### config.mk
export PLATFORM = sky130hd
export DESIGN_NAME = img_rsz_frm_ctrl
export DESIGN_NICKNAME = d
export VERILOG_FILES = /design/src/rtl/img_rsz_frm_ctrl.sv
export SDC_FILE = /design/constraint.sdc
export NUM_CORES = 1
export LEC_CHECK = 0
export BUFFER_PORTS_ARGS = -buffer_cell sky130_fd_sc_hd__buf_2
export CORE_MARGIN = 4
export CORE_UTILIZATION = 57
export CTS_CLUSTER_DIAMETER = 120
export CTS_CLUSTER_SIZE = 12
export DETAILED_ROUTE_END_ITERATION = 16
export GPL_TIMING_DRIVEN = 0
export PLACE_DENSITY = 0.85
export SLEW_MARGIN = 20
export SYNTH_ARGS = -nofsm -noshare
export SYNTH_HDL_FRONTEND = slang
export SYNTH_SLANG_ARGS = --single-unit
### constraint.sdc
create_clock -name Clk -period 5.08 [get_ports Clk]
set_input_delay 1.016 -clock Clk [delete_from_list [all_inputs] [get_ports Clk]]
set_output_delay 1.016 -clock Clk [all_outputs]
set_load 0.02 [all_outputs]
### src/rtl/img_rsz_frm_ctrl.sv
// Frame sequencer for the resizer input: latches frame config on start,
// counts raster coordinates, gates the pixel handshake, counts resized
// output pixels and reports done / error (overflow or stall timeout).
// Ports: Clk/Reset; Cfg* frame config; FrmStart/FrmBusy/FrmDone/FrmErr
// host side; SrcVld/SrcRdy source; ImgWidth/ImgHeight/PxlX/PxlY/PxlVld/
// PxlRdy resizer input; RszObsVld/RszObsRdy snooped resizer output.
module img_rsz_frm_ctrl #(
  parameter int IMG_WIDTH_IDX_W  = 10,
  parameter int IMG_HEIGHT_IDX_W = 10,
  parameter int RSZ_CNT_W        = 16,
  parameter int TMO_W            = 16
) (
  input  logic                        Clk,
  input  logic                        Reset,
  input  logic [IMG_WIDTH_IDX_W-1:0]  CfgLastX,
  input  logic [IMG_HEIGHT_IDX_W-1:0] CfgLastY,
  input  logic [RSZ_CNT_W-1:0]        CfgRszCnt,
  input  logic [TMO_W-1:0]            CfgTmo,
  input  logic                        FrmStart,
  output logic                        FrmBusy,
  output logic                        FrmDone,
  output logic                        FrmErr,
  input  logic                        SrcVld,
  output logic                        SrcRdy,
  output logic [IMG_WIDTH_IDX_W-1:0]  ImgWidth,
  output logic [IMG_HEIGHT_IDX_W-1:0] ImgHeight,
  output logic [IMG_WIDTH_IDX_W-1:0]  PxlX,
  output logic [IMG_HEIGHT_IDX_W-1:0] PxlY,
  output logic                        PxlVld,
  input  logic                        PxlRdy,
  input  logic                        RszObsVld,
  input  logic                        RszObsRdy
);

  localparam logic [IMG_WIDTH_IDX_W-1:0]  X_ONE   = IMG_WIDTH_IDX_W'(1);
  localparam logic [IMG_HEIGHT_IDX_W-1:0] Y_ONE   = IMG_HEIGHT_IDX_W'(1);
  localparam logic [RSZ_CNT_W-1:0]        RSZ_ONE = RSZ_CNT_W'(1);
  localparam logic [TMO_W-1:0]            TMO_ONE = TMO_W'(1);

  typedef enum logic [1:0] {
    IDLE,
    PIX,
    DRAIN,
    DONE
  } stateT;

  stateT                 state;
  stateT                 stateNxt;
  logic [RSZ_CNT_W-1:0]  rszCnt;
  logic [RSZ_CNT_W-1:0]  rszCntNxt;
  logic [RSZ_CNT_W-1:0]  rszTgt;
  logic [TMO_W-1:0]      tmoCnt;
  logic [TMO_W-1:0]      tmoLim;
  logic                  inPix;
  logic                  active;
  logic                  startAcc;
  logic                  pxlAcc;
  logic                  rszAcc;
  logic                  ovf;
  logic                  lastPxl;
  logic                  tmoHit;
  logic                  tgtMet;

  assign inPix    = (state == PIX);
  assign active   = (state == PIX) || (state == DRAIN);
  assign startAcc = (state == IDLE) && FrmStart;
  assign PxlVld   = inPix && SrcVld;
  assign SrcRdy   = inPix && PxlRdy;
  assign pxlAcc   = PxlVld && PxlRdy;
  assign rszAcc   = active && RszObsVld && RszObsRdy;
  assign ovf      = rszAcc && (rszCnt == rszTgt);

  // Saturate so a runaway resizer cannot wrap the count below target.
  assign rszCntNxt = (rszAcc && !(&rszCnt)) ? rszCnt + RSZ_ONE : rszCnt;
  assign tgtMet    = (rszCntNxt >= rszTgt);
  assign lastPxl   = pxlAcc && (PxlX == ImgWidth) && (PxlY == ImgHeight);

  // Timeout fires on the stall cycle that would take the count to the limit.
  assign tmoHit = active && (tmoLim != '0) && !pxlAcc && !rszAcc &&
                  (tmoCnt == tmoLim - TMO_ONE);

  always_comb begin
    stateNxt = state;
    FrmBusy  = 1'b0;
    FrmDone  = 1'b0;
    unique case (state)
      IDLE: begin
        if (FrmStart) stateNxt = PIX;
      end
      PIX: begin
        FrmBusy = 1'b1;
        if (tmoHit) stateNxt = DONE;
        else if (lastPxl) stateNxt = tgtMet ? DONE : DRAIN;
      end
      DRAIN: begin
        FrmBusy = 1'b1;
        if (tmoHit || tgtMet) stateNxt = DONE;
      end
      DONE: begin
        FrmDone  = 1'b1;
        stateNxt = IDLE;
      end
      default: stateNxt = IDLE;
    endcase
  end

  always_ff @(posedge Clk or posedge Reset) begin
    if (Reset) begin
      state     <= IDLE;
      FrmErr    <= 1'b0;
      ImgWidth  <= '0;
      ImgHeight <= '0;
      PxlX      <= '0;
      PxlY      <= '0;
      rszTgt    <= '0;
      tmoLim    <= '0;
      rszCnt    <= '0;
      tmoCnt    <= '0;
    end else begin
      state <= stateNxt;
      if (startAcc) begin
        ImgWidth  <= CfgLastX;
        ImgHeight <= CfgLastY;
        rszTgt    <= CfgRszCnt;
        tmoLim    <= CfgTmo;
        PxlX      <= '0;
        PxlY      <= '0;
        rszCnt    <= '0;
        tmoCnt    <= '0;
        FrmErr    <= 1'b0;
      end else if (active) begin
        if (pxlAcc) begin
          if (PxlX == ImgWidth) begin
            PxlX <= '0;
            PxlY <= PxlY + Y_ONE;
          end else begin
            PxlX <= PxlX + X_ONE;
          end
        end
        rszCnt <= rszCntNxt;
        if (ovf || tmoHit) FrmErr <= 1'b1;
        if (pxlAcc || rszAcc || (tmoLim == '0)) tmoCnt <= '0;
        else tmoCnt <= tmoCnt + TMO_ONE;
      end
    end
  end

endmodule
[Word-level counts from Yosys, hierarchy flattened]
Index checks and enable logic that the tools add are counted.
Storage, ports and cells
  register bits after elaboration: 107
  output and inout port bits: 45
  logic and storage cells: 86
  input bits: 59
Cells by class
  order comparisons: 1
  reductions and logical operators: 35
  equality and inequality tests: 10
  mux-type cells: 25
  $add $sub $neg: 5
Operators by type and width (count)
  $mux W16: 6
  $mux W10: 8
  $add A16 B1 Y16 const B: 2
  $eq A16 B16 Y1: 2
  $add A10 B1 Y10 const B: 2
  $eq A10 B10 Y1: 2
  $ge A16 B16 Y1: 1
  $logic_not A16 Y1: 1
  $reduce_and A16 Y1: 1
  $reduce_bool A16 Y1: 1
  $sub A16 B1 Y16 const B: 1
  $logic_and A1 B1 Y1: 14
  $mux W2: 4
  $pmux W2 S4: 1
  $reduce_bool A2 Y1: 4
  $mux W1: 6
  $reduce_and A3 Y1: 2
  $logic_or A1 B1 Y1: 5
  $eq A2 B2 Y1 const B: 2
  $reduce_and A2 Y1: 2
  $logic_not A1 Y1: 3
  $ne A3 B1 Y1 const B: 1
  $eq A2 B1 Y1 const B: 1
  $logic_not A2 Y1: 1
  other kinds (3): 3

[Logic depth before layout (Yosys ltp)]
Gate-level depths: netlist (run 1).
  word-level depth: 11
  gate-level depth with buffers: 17
  mapped depth without buffers: 16

[Worst setup path before layout (run 1)]
Ideal clock, no wire load.
  path type: input port to flip-flop
  from: input RszObsRdy
  to: register state[0]
  library setup time: 130 ps
  stages: 15
  setup slack: 1318 ps
  data required time: 4950 ps
  arrival: 3632 ps
  buffers on the path: 1
  cells stage by stage: nand3_1 > a21o_1 > buf_2 > nor2_1 > nand4_1 > xnor2_1 > ha_1 > a21oi_1 > nor2b_1 > or4_1 > a211oi_1 > nor2_1 > or3_1 > o32ai_1 > a21oi_1
Between the ends
  longest elaborated chain between the ends: 8
  elaborated cells between the ends (all ways): 15
  those cells by class: order compare: 1; eq/ne: 2; mux: 5; reduce/logical: 7
RTL lines
  start, declared: RTL line 32  | input logic RszObsRdy
  $logic_and A1 B1 Y1 (*): RTL line 70  | assign rszAcc = active && RszObsVld && RszObsRdy;
  $logic_and A1 B1 Y1: RTL line 74  | assign rszCntNxt = (rszAcc && !(&rszCnt)) ? rszCnt + RSZ_ONE : rszCnt;
  $mux W16: RTL line 74
  $ge A16 B16 Y1: RTL line 75  | assign tgtMet = (rszCntNxt >= rszTgt);
  $mux W1: RTL line 93  | else if (lastPxl) stateNxt = tgtMet ? DONE : DRAIN;
  $mux W2: RTL line 93
  $mux W2: RTL line 92  | if (tmoHit) stateNxt = DONE;
  $pmux W2 S4: RTL line 86  | unique case (state)
  end signal, assigned: RTL line 120  | state <= stateNxt;
  end, declared: RTL line 47  | stateT state;
Mark *: on every way between the ends. The rest lies on a longest branch, timed or not. The select of a mux whose other input is x is not followed.
A chain may end at the register's enable or synchronous reset.

[Worst setup path after layout (run 1)]
  from: register state[0]
  to: register state[0]
Between the ends
  longest elaborated chain between the ends: 11
  elaborated cells between the ends (all ways): 29
  those cells by class: order compare: 1; eq/ne: 6; mux: 5; reduce/logical: 17
RTL lines
  $eq A2 B1 Y1 / $eq A2 B2 Y1 (equally long branches): RTL line 64, 65, 86
  $logic_or A1 B1 Y1: RTL line 65  | assign active = (state == PIX) || (state == DRAIN);
  $logic_and A1 B1 Y1 (2 in a row): RTL line 70
  $logic_and A1 B1 Y1: RTL line 74
  $mux W16: RTL line 74
  $ge A16 B16 Y1: RTL line 75
  $mux W1: RTL line 93
  $mux W2: RTL line 93
  $mux W2: RTL line 92
  $pmux W2 S4: RTL line 86
Parallel ways exist; a longest one is shown, timed or not. The select of a mux whose other input is x is not followed.

==> tab_implementation.tex, run 1 <==
\begin{tabular}{lr}
\hline
Metric & Value \\
\hline
\multicolumn{2}{l}{\textbf{CTS}} \\
Post-CTS Hold Buffers & 0 \\
TritonCTS clock tree & yes \\
CTS Root Cell & clkbuf\_8 \\
Clock buffer depth & 2 \\
Htree depth & 3 \\
Post-CTS repair timing setup buffer count & 0 \\
Clock-pin slew on the worst setup and hold paths & 0.11 ns \\
TritonCTS Sinks & 107 \\
Cts repair resizes & 0 \\
Later-pin clock latency in the skew report & 0.39 ns \\
Inserted Clock Buffers & 9 \\
\multicolumn{2}{l}{\textbf{Detailed routing}} \\
DRT iter0 DRCs & 424 \\
Detail-routed via count per cell & 5.693 \\
Number of detailed-routing iterations run before antenna repair & 5 \\
Avg WL per Cell & 16.36 um \\
DRC violations left & 0 \\
Vias & 5397 \\
Wire length after detailed routing & 15510 um \\
Routed Antenna Nets & 0 \\
\multicolumn{2}{l}{\textbf{Power}} \\
Final total power & 1.706 mW \\
Pwr dens & 239.7 nW/um\^{}2 \\
Static leakage & 3.621 nW \\
IR drop worst, VDD & 249.7 uV \\
\multicolumn{2}{l}{\textbf{Yosys}} \\
Area fraction in and, or, nand and nor cells after synthesis & 0.2475 \\
Main area contributors after synthesis & dfrtp\_1 43\%, nand2\_1 9.2\%, xnor2\_1 7.9\%, ha\_1 5.5\%, xor2\_1 5.4\% \\
Synth cell types & 57 \\
Average size of a mapped cell & 8.935 um\^{}2 \\
Dominant cell by count in the synthesized netlist & nand2\_1 \\
Combined area of all synthesized cells & 6192 um\^{}2 \\
Post-synthesis cell type with the largest combined area & dfrtp\_1 \\
Share of synthesized cell area in full adder, half adder and majority cells & 0.05456 \\
Number of synthesized register bits & 107 \\
Number of nets produced by synthesis & 779 \\
Dominant combinational cell family by area after synthesis & simple AND/OR/NAND/NOR gates \\
Number of instances in the synthesized netlist & 693 \\
Primary FF master, synth & dfrtp\_1 \\
Number of enable flip-flop cells after synthesis & 0 \\
Compound-Gate Fraction of Synth Area & 0.08951 \\
Total of warnings raised by yosys & 0 \\
Share of cell area taken by muxes after synthesis & 0.006668 \\
Most numerous cell types in the synthesized netlist & 151 x nand2\_1, 107 x dfrtp\_1, 56 x xnor2\_1 \\
Register area share after synthesis & 0.4324 \\
Parity-gate share of the synthesized area counting xor and xnor cells & 0.1356 \\
Share of synthesized registers carrying an async set or reset & 1.000 \\
Share of the synthesized area in the top cell type & 0.4324 \\
\multicolumn{2}{l}{\textbf{STA}} \\
Maximum clock frequency & 222.7 MHz \\
Worst relative slew slack & 0.4517 \\
Max Slew Vio Count & 0 \\
Min Clock Period, post-route & 4.490 ns \\
Total Negative Setup Slacks & 0 ns \\
Hold Worst Slack & 0.5377 ns \\
Final Skew & 0.01256 ns \\
RSZ-0062 raised after global routing & false \\
Final setup vio count & 0 \\
Post-route clock period utilization & 0.8838 \\
Final setup slack of the worst path & 0.5904 ns \\
Number of endpoints with negative hold slack in the final report & 0 \\
Transition at the pin with the smallest max-transition slack & 0.8111 ns \\
\multicolumn{2}{l}{\textbf{Finish}} \\
\# nets final & 894 \\
Post-layout util & 0.6803 \\
Filler cell count in the final layout & 859 \\
Non-filler instance count after layout & 948 \\
Layout cells sized above 1 & 0.1650 \\
Area of all placed cells without fillers & 7118 um\^{}2 \\
Number of diodes & 0 \\
Area growth syn-to-layout & 14.95\% \\
\multicolumn{2}{l}{\textbf{Floorplan}} \\
Die Footprint & 12600 um\^{}2 \\
Horizontal die dimension & 112.2 um \\
Vertical die dimension & 112.2 um \\
Site row count & 37 \\
Standard cell core area & 10460 um\^{}2 \\
Ports & 104 \\
Initial Utilization & 0.5918 \\
\multicolumn{2}{l}{\textbf{Place}} \\
Gpl congestion & 0.9120 \\
Cell area after placement & 6910 um\^{}2 \\
PortBufs & 103 \\
Count of placed standard cells including taps & 933 \\
Worst-case setup slack after placement & 0.6464 ns \\
Placed wire-length estimate after detailed placement & 11850 um \\
\multicolumn{2}{l}{\textbf{Job}} \\
Total of max-cap violations & 0 \\
\multicolumn{2}{l}{\textbf{Run status}} \\
Outcome & completed \\
\multicolumn{2}{l}{\textbf{Hold path}} \\
Min-delay src & ImgHeight[9]\$\_DFFE\_PP0P\_ \\
Class of the tightest hold or removal check & reg2reg \\
\multicolumn{2}{l}{\textbf{Critical path}} \\
Critical Path Start Type & register \\
Class of the most critical setup path & reg2reg \\
Start point of the critical path & state[0]\$\_DFFE\_PP0P\_ \\
Minimum setup slack among reg-to-reg paths & 0.59 ns \\
Required time worst endpoint & 5.36 ns \\
Worst-path maximum fanout & 8 \\
Worst flop-to-flop path startpoint & state[0]\$\_DFFE\_PP0P\_ \\
Element type at the critical path end & register \\
CP Data Arrival Time & 4.77 ns \\
\multicolumn{2}{l}{\textbf{Global routing}} \\
Antenna violations before repair & 0 \\
Overflow left after global routing & 0 \\
Wire length of the first global-routing pass & 26280 um \\
Number of global-route vias before repair & 5439 \\
Global-route total usage across every layer & 0.2564 \\
Pin count of the biggest net entering global routing & 73 \\
\hline
\end{tabular}
## routing by layer
layer  up-vias  track usage  routed length [um]
met5         -            0                   0
met4         0      0.08013                 287
met3        24      0.06307                1072
met2       200       0.4152                7379
met1      2611       0.3420                6768
li1       2562            -                   -
## layout by cell type, fill, tap and decap left out, types with 19 or more instances in the layout
cell type	instances
and2_1	22
buf_2	105
dfrtp_1	107
ha_1	27
inv_1	28
nand2_1	151
nand3_1	25
nand4_1	19
nor2_1	45
o21ai_0	34
xnor2_1	56
xor2_1	38
## cells by family (layout without fill, tap and decap cells)
family	count (synthesis)	count (layout)
AND/OR/NAND/NOR	314	314
flip-flops	107	107
XOR/XNOR	95	95
AO/OA/AOI/OAI	93	93
buffers and inverters	53	172
adder cells (fa/ha/maj)	27	27
multiplexers	4	4
## cell type report
class	count	area (um^2)	area share
plain buffers	24	100.1	0.01406
clock buffers	11	151.4	0.02127
clock inverters	4	56.30	0.007910
inverters	29	113.9	0.01600
multi-input cells	533	3306	0.4644
flip-flops and latches	107	2678	0.3762
well taps	136	170.2	0.02391
repair buffers	104	543.0	0.07629
## report_power, final
group | switching (mW) | internal [mW] | total (mW) | leakage, nW
registers | 0.0538 | 0.884 | 0.938 | 1.37
logic | 0.109 | 0.101 | 0.210 | 2.15
clock network | 0.301 | 0.257 | 0.558 | 0.106
## state kept, by name, summed over array words and instances, names as in the netlist, 2 cells and up
signal	count
rszTgt	16
PxlX	10
tmoCnt	16
rszCnt	16
tmoLim	16
ImgHeight	10
ImgWidth	10
PxlY	10
state	2
## critical path, stage by stage (launching register included)
cell and delay [ns]:
dfrtp_1 0.43, inv_1 0.14, ha_1 0.49, nand3_1 0.16, a21o_1 0.18, buf_2 0.18, nor2_1 0.40, nand4_1 0.19
xnor2_1 0.22, ha_1 0.27, a21oi_1 0.15, nor2b_1 0.06, or4_1 0.53, a211oi_1 0.32, nor2_1 0.09, or3_1 0.32
o32ai_1 0.14, a21oi_1 0.11
## worst paths after layout
check,to,depth (start not counted)
worst max-delay path,state[0]$_DFFE_PP0P_,17
worst min-delay path,ImgHeight[9]$_DFFE_PP0P_,2
worst max register to register,state[0]$_DFFE_PP0P_,17
worst min register to register,ImgHeight[9]$_DFFE_PP0P_,2
max in group asynchronous,tmoLim[7]$_DFFE_PP0P_,3
min in group asynchronous,rszTgt[5]$_DFFE_PP0P_,2
No activity file was read; power rests on OpenSTA's default activity.
==> inputs of run 2 (changes only) <==
--- a/config.mk
+++ b/config.mk
@@ -7,12 +7,13 @@
 export LEC_CHECK = 0
 export BUFFER_PORTS_ARGS = -buffer_cell sky130_fd_sc_hd__buf_2
 export CORE_MARGIN = 4
-export CORE_UTILIZATION = 57
+export CORE_UTILIZATION = 59
+export CTS_BUF_LIST = sky130_fd_sc_hd__clkbuf_8
 export CTS_CLUSTER_DIAMETER = 120
 export CTS_CLUSTER_SIZE = 12
 export DETAILED_ROUTE_END_ITERATION = 16
 export GPL_TIMING_DRIVEN = 0
-export PLACE_DENSITY = 0.85
+export PLACE_DENSITY = 0.81
 export SLEW_MARGIN = 20
 export SYNTH_ARGS = -nofsm -noshare
 export SYNTH_HDL_FRONTEND = slang
==> run 2 against run 1 <==
Against the previous run: critical path depth unchanged; sequential cell count unchanged; final cell count unchanged; combinational power down 3%.
==> tab_implementation.tex, run 2 (synthesized netlist as in run 1, its figures left out) <==
\begin{tabular}{lr}
\hline
Metric & Value \\
\hline
\multicolumn{2}{l}{\textbf{Run status}} \\
Outcome & completed (unchanged) \\
\multicolumn{2}{l}{\textbf{Power}} \\
Pwr dens & 237.7 nW/um\^{}2 (was 239.7 nW/um\^{}2) \\
Static leakage & 3.616 nW (was 3.621 nW) \\
IR drop worst, VDD & 227.2 uV (was 249.7 uV) \\
Final total power & 1.690 mW (was 1.706 mW) \\
\multicolumn{2}{l}{\textbf{Place}} \\
Worst-case setup slack after placement & 0.6653 ns (was 0.6464 ns) \\
Cell area after placement & 6910 um\^{}2 (unchanged) \\
PortBufs & 103 (unchanged) \\
Placed wire-length estimate after detailed placement & 11550 um (was 11850 um) \\
Gpl congestion & 0.8968 (was 0.9120) \\
Count of placed standard cells including taps & 933 (unchanged) \\
\multicolumn{2}{l}{\textbf{CTS}} \\
CTS Root Cell & clkbuf\_8 (unchanged) \\
Cts repair resizes & 0 (unchanged) \\
TritonCTS clock tree & yes (unchanged) \\
Htree depth & 3 (unchanged) \\
TritonCTS Sinks & 107 (unchanged) \\
Post-CTS Hold Buffers & 0 (unchanged) \\
Later-pin clock latency in the skew report & 0.41 ns (was 0.39 ns) \\
Clock buffer depth & 2 (unchanged) \\
Clock-pin slew on the worst setup and hold paths & 0.12 ns (was 0.11 ns) \\
Post-CTS repair timing setup buffer count & 0 (unchanged) \\
Inserted Clock Buffers & 9 (unchanged) \\
\multicolumn{2}{l}{\textbf{Floorplan}} \\
Ports & 104 (unchanged) \\
Vertical die dimension & 110.4 um (was 112.2 um) \\
Initial Utilization & 0.6025 (was 0.5918) \\
Site row count & 37 (unchanged) \\
Standard cell core area & 10280 um\^{}2 (was 10460 um\^{}2) \\
Horizontal die dimension & 110.4 um (was 112.2 um) \\
Die Footprint & 12200 um\^{}2 (was 12600 um\^{}2) \\
\multicolumn{2}{l}{\textbf{Detailed routing}} \\
Wire length after detailed routing & 15350 um (was 15510 um) \\
Vias & 5308 (was 5397) \\
Avg WL per Cell & 16.19 um (was 16.36 um) \\
DRC violations left & 0 (unchanged) \\
Detail-routed via count per cell & 5.599 (was 5.693) \\
Routed Antenna Nets & 0 (unchanged) \\
DRT iter0 DRCs & 323 (was 424) \\
Number of detailed-routing iterations run before antenna repair & 5 (unchanged) \\
\multicolumn{2}{l}{\textbf{Global routing}} \\
Overflow left after global routing & 0 (unchanged) \\
Wire length of the first global-routing pass & 25880 um (was 26280 um) \\
Antenna violations before repair & 0 (unchanged) \\
Pin count of the biggest net entering global routing & 63 (was 73) \\
Global-route total usage across every layer & 0.2595 (was 0.2564) \\
Number of global-route vias before repair & 5452 (was 5439) \\
\multicolumn{2}{l}{\textbf{Critical path}} \\
Class of the most critical setup path & reg2reg (unchanged) \\
Slowest cell delay on critical path & 0.53 ns (about the same) \\
Chain of cells forming the critical path & inv\_1 -> ha\_1 -> nand3\_1 -> a21o\_1 -> buf\_2 -> nor2\_1 -> nand4\_1 -> xnor2\_1 -> ha\_1 -> a21oi\_1 -> nor2b\_1 -> or4\_1 -> a211oi\_1 -> nor2\_1 -> or3\_1 -> o32ai\_1 -> a21oi\_1 (unchanged) \\
Element type at the critical path end & register (unchanged) \\
Required time worst endpoint & 5.38 ns (was 5.36 ns) \\
Critical Path Start Type & register (unchanged) \\
Slowest library cell on the worst path & or4\_1 (unchanged) \\
Worst-path maximum fanout & 8 (unchanged) \\
CP Data Arrival Time & 4.76 ns (was 4.77 ns) \\
\multicolumn{2}{l}{\textbf{STA}} \\
Min Clock Period, post-route & 4.464 ns (was 4.490 ns) \\
Number of endpoints with negative hold slack in the final report & 0 (unchanged) \\
Maximum clock frequency & 224.0 MHz (was 222.7 MHz) \\
Final setup slack of the worst path & 0.6157 ns (was 0.5904 ns) \\
Worst relative slew slack & 0.4689 (was 0.4517) \\
Post-route clock period utilization & 0.8788 (was 0.8838) \\
Final setup vio count & 0 (unchanged) \\
RSZ-0062 raised after global routing & false (unchanged) \\
Final Skew & 0.02410 ns (was 0.01256 ns) \\
Max Slew Vio Count & 0 (unchanged) \\
Hold Worst Slack & 0.5313 ns (was 0.5377 ns) \\
Transition at the pin with the smallest max-transition slack & 0.7855 ns (was 0.8111 ns) \\
Total Negative Setup Slacks & 0 ns (unchanged) \\
\multicolumn{2}{l}{\textbf{Finish}} \\
Non-filler instance count after layout & 948 (unchanged) \\
Number of diodes & 0 (unchanged) \\
Post-layout util & 0.6915 (was 0.6803) \\
Highest-count cells in the layout ignoring fill and taps & 151 x nand2\_1, 107 x dfrtp\_1, 105 x buf\_2, 56 x xnor2\_1, 45 x nor2\_1 (unchanged) \\
Area of all placed cells without fillers & 7107 um\^{}2 (was 7118 um\^{}2) \\
Most common cell after layout, fill and taps aside & nand2\_1 (unchanged) \\
Multi-input gate area in the final layout & 3306 um\^{}2 (unchanged) \\
Sequential cell area & 2678 um\^{}2 (unchanged) \\
\# nets final & 894 (unchanged) \\
Area growth syn-to-layout & 14.77\% (was 14.95\%) \\
Filler cell count in the final layout & 851 (was 859) \\
Layout cells sized above 1 & 0.1650 (unchanged) \\
\multicolumn{2}{l}{\textbf{Job}} \\
Total of max-cap violations & 0 (unchanged) \\
\multicolumn{2}{l}{\textbf{Hold path}} \\
Class of the tightest hold or removal check & reg2reg (unchanged) \\
\hline
\end{tabular}
-- run 2: cell types whose count changed in the layout (fill, tap and decap cells not counted), sizes merged --
| cell | before | now |
|---|---|---|
| clkbuf | 29 | 27 |
| clkinv | 1 | 2 |
| inv | 31 | 32 |
-- run 2: worst max-delay path: cells and delay by family, from the launching register on --
family	cells	cell delay [ns]
xor+xnor	1	0.22
simple gates	7	1.73
compound gates	5	0.93
flops	1	0.43
buf+inv	2	0.30
fa+ha+maj	2	0.74
-- run 2: layer usage --
layer / wire length, um / track usage
met1: 6605 / 0.3300
met2: 7361 / 0.4292
met3: 1068 / 0.07342
met4: 311 / 0.08292
met5: 0 / 0
-- run 2: area by class of cell --
type,instances,share of cell area
Clock buffer,9,0.01743
Buffer,24,0.01408
Sequential cell,107,0.3768
Clock inverter,6,0.01021
Tap cell,136,0.02394
Inverter,29,0.01602
Timing Repair Buffer,104,0.07641
Multi-Input combinational cell,533,0.4651
-- run 2: final timing paths --
check                                              start                       end  cells past startpoint  slack, ns
worst max-delay path                state[0]$_DFFE_PP0P_      state[0]$_DFFE_PP0P_                     17       0.62
worst min-delay path            ImgHeight[1]$_DFFE_PP0P_  ImgHeight[1]$_DFFE_PP0P_                      2       0.53
worst max register to register      state[0]$_DFFE_PP0P_      state[0]$_DFFE_PP0P_                     17       0.62
worst min register to register  ImgHeight[1]$_DFFE_PP0P_  ImgHeight[1]$_DFFE_PP0P_                      2       0.53
max in group asynchronous                          Reset     tmoLim[3]$_DFFE_PP0P_                      3       3.82
min in group asynchronous                          Reset     rszTgt[4]$_DFFE_PP0P_                      2       0.62
-- run 2: where the power goes --
| group | internal (mW) | total (mW) | leakage [nW] | switching (mW) |
|---|---|---|---|---|
| combinational | 0.100 | 0.203 | 2.15 | 0.103 |
| clock | 0.232 | 0.547 | 0.102 | 0.315 |
| sequential | 0.884 | 0.939 | 1.37 | 0.0547 |
| total | 1.22 | 1.69 | 3.62 | 0.473 |
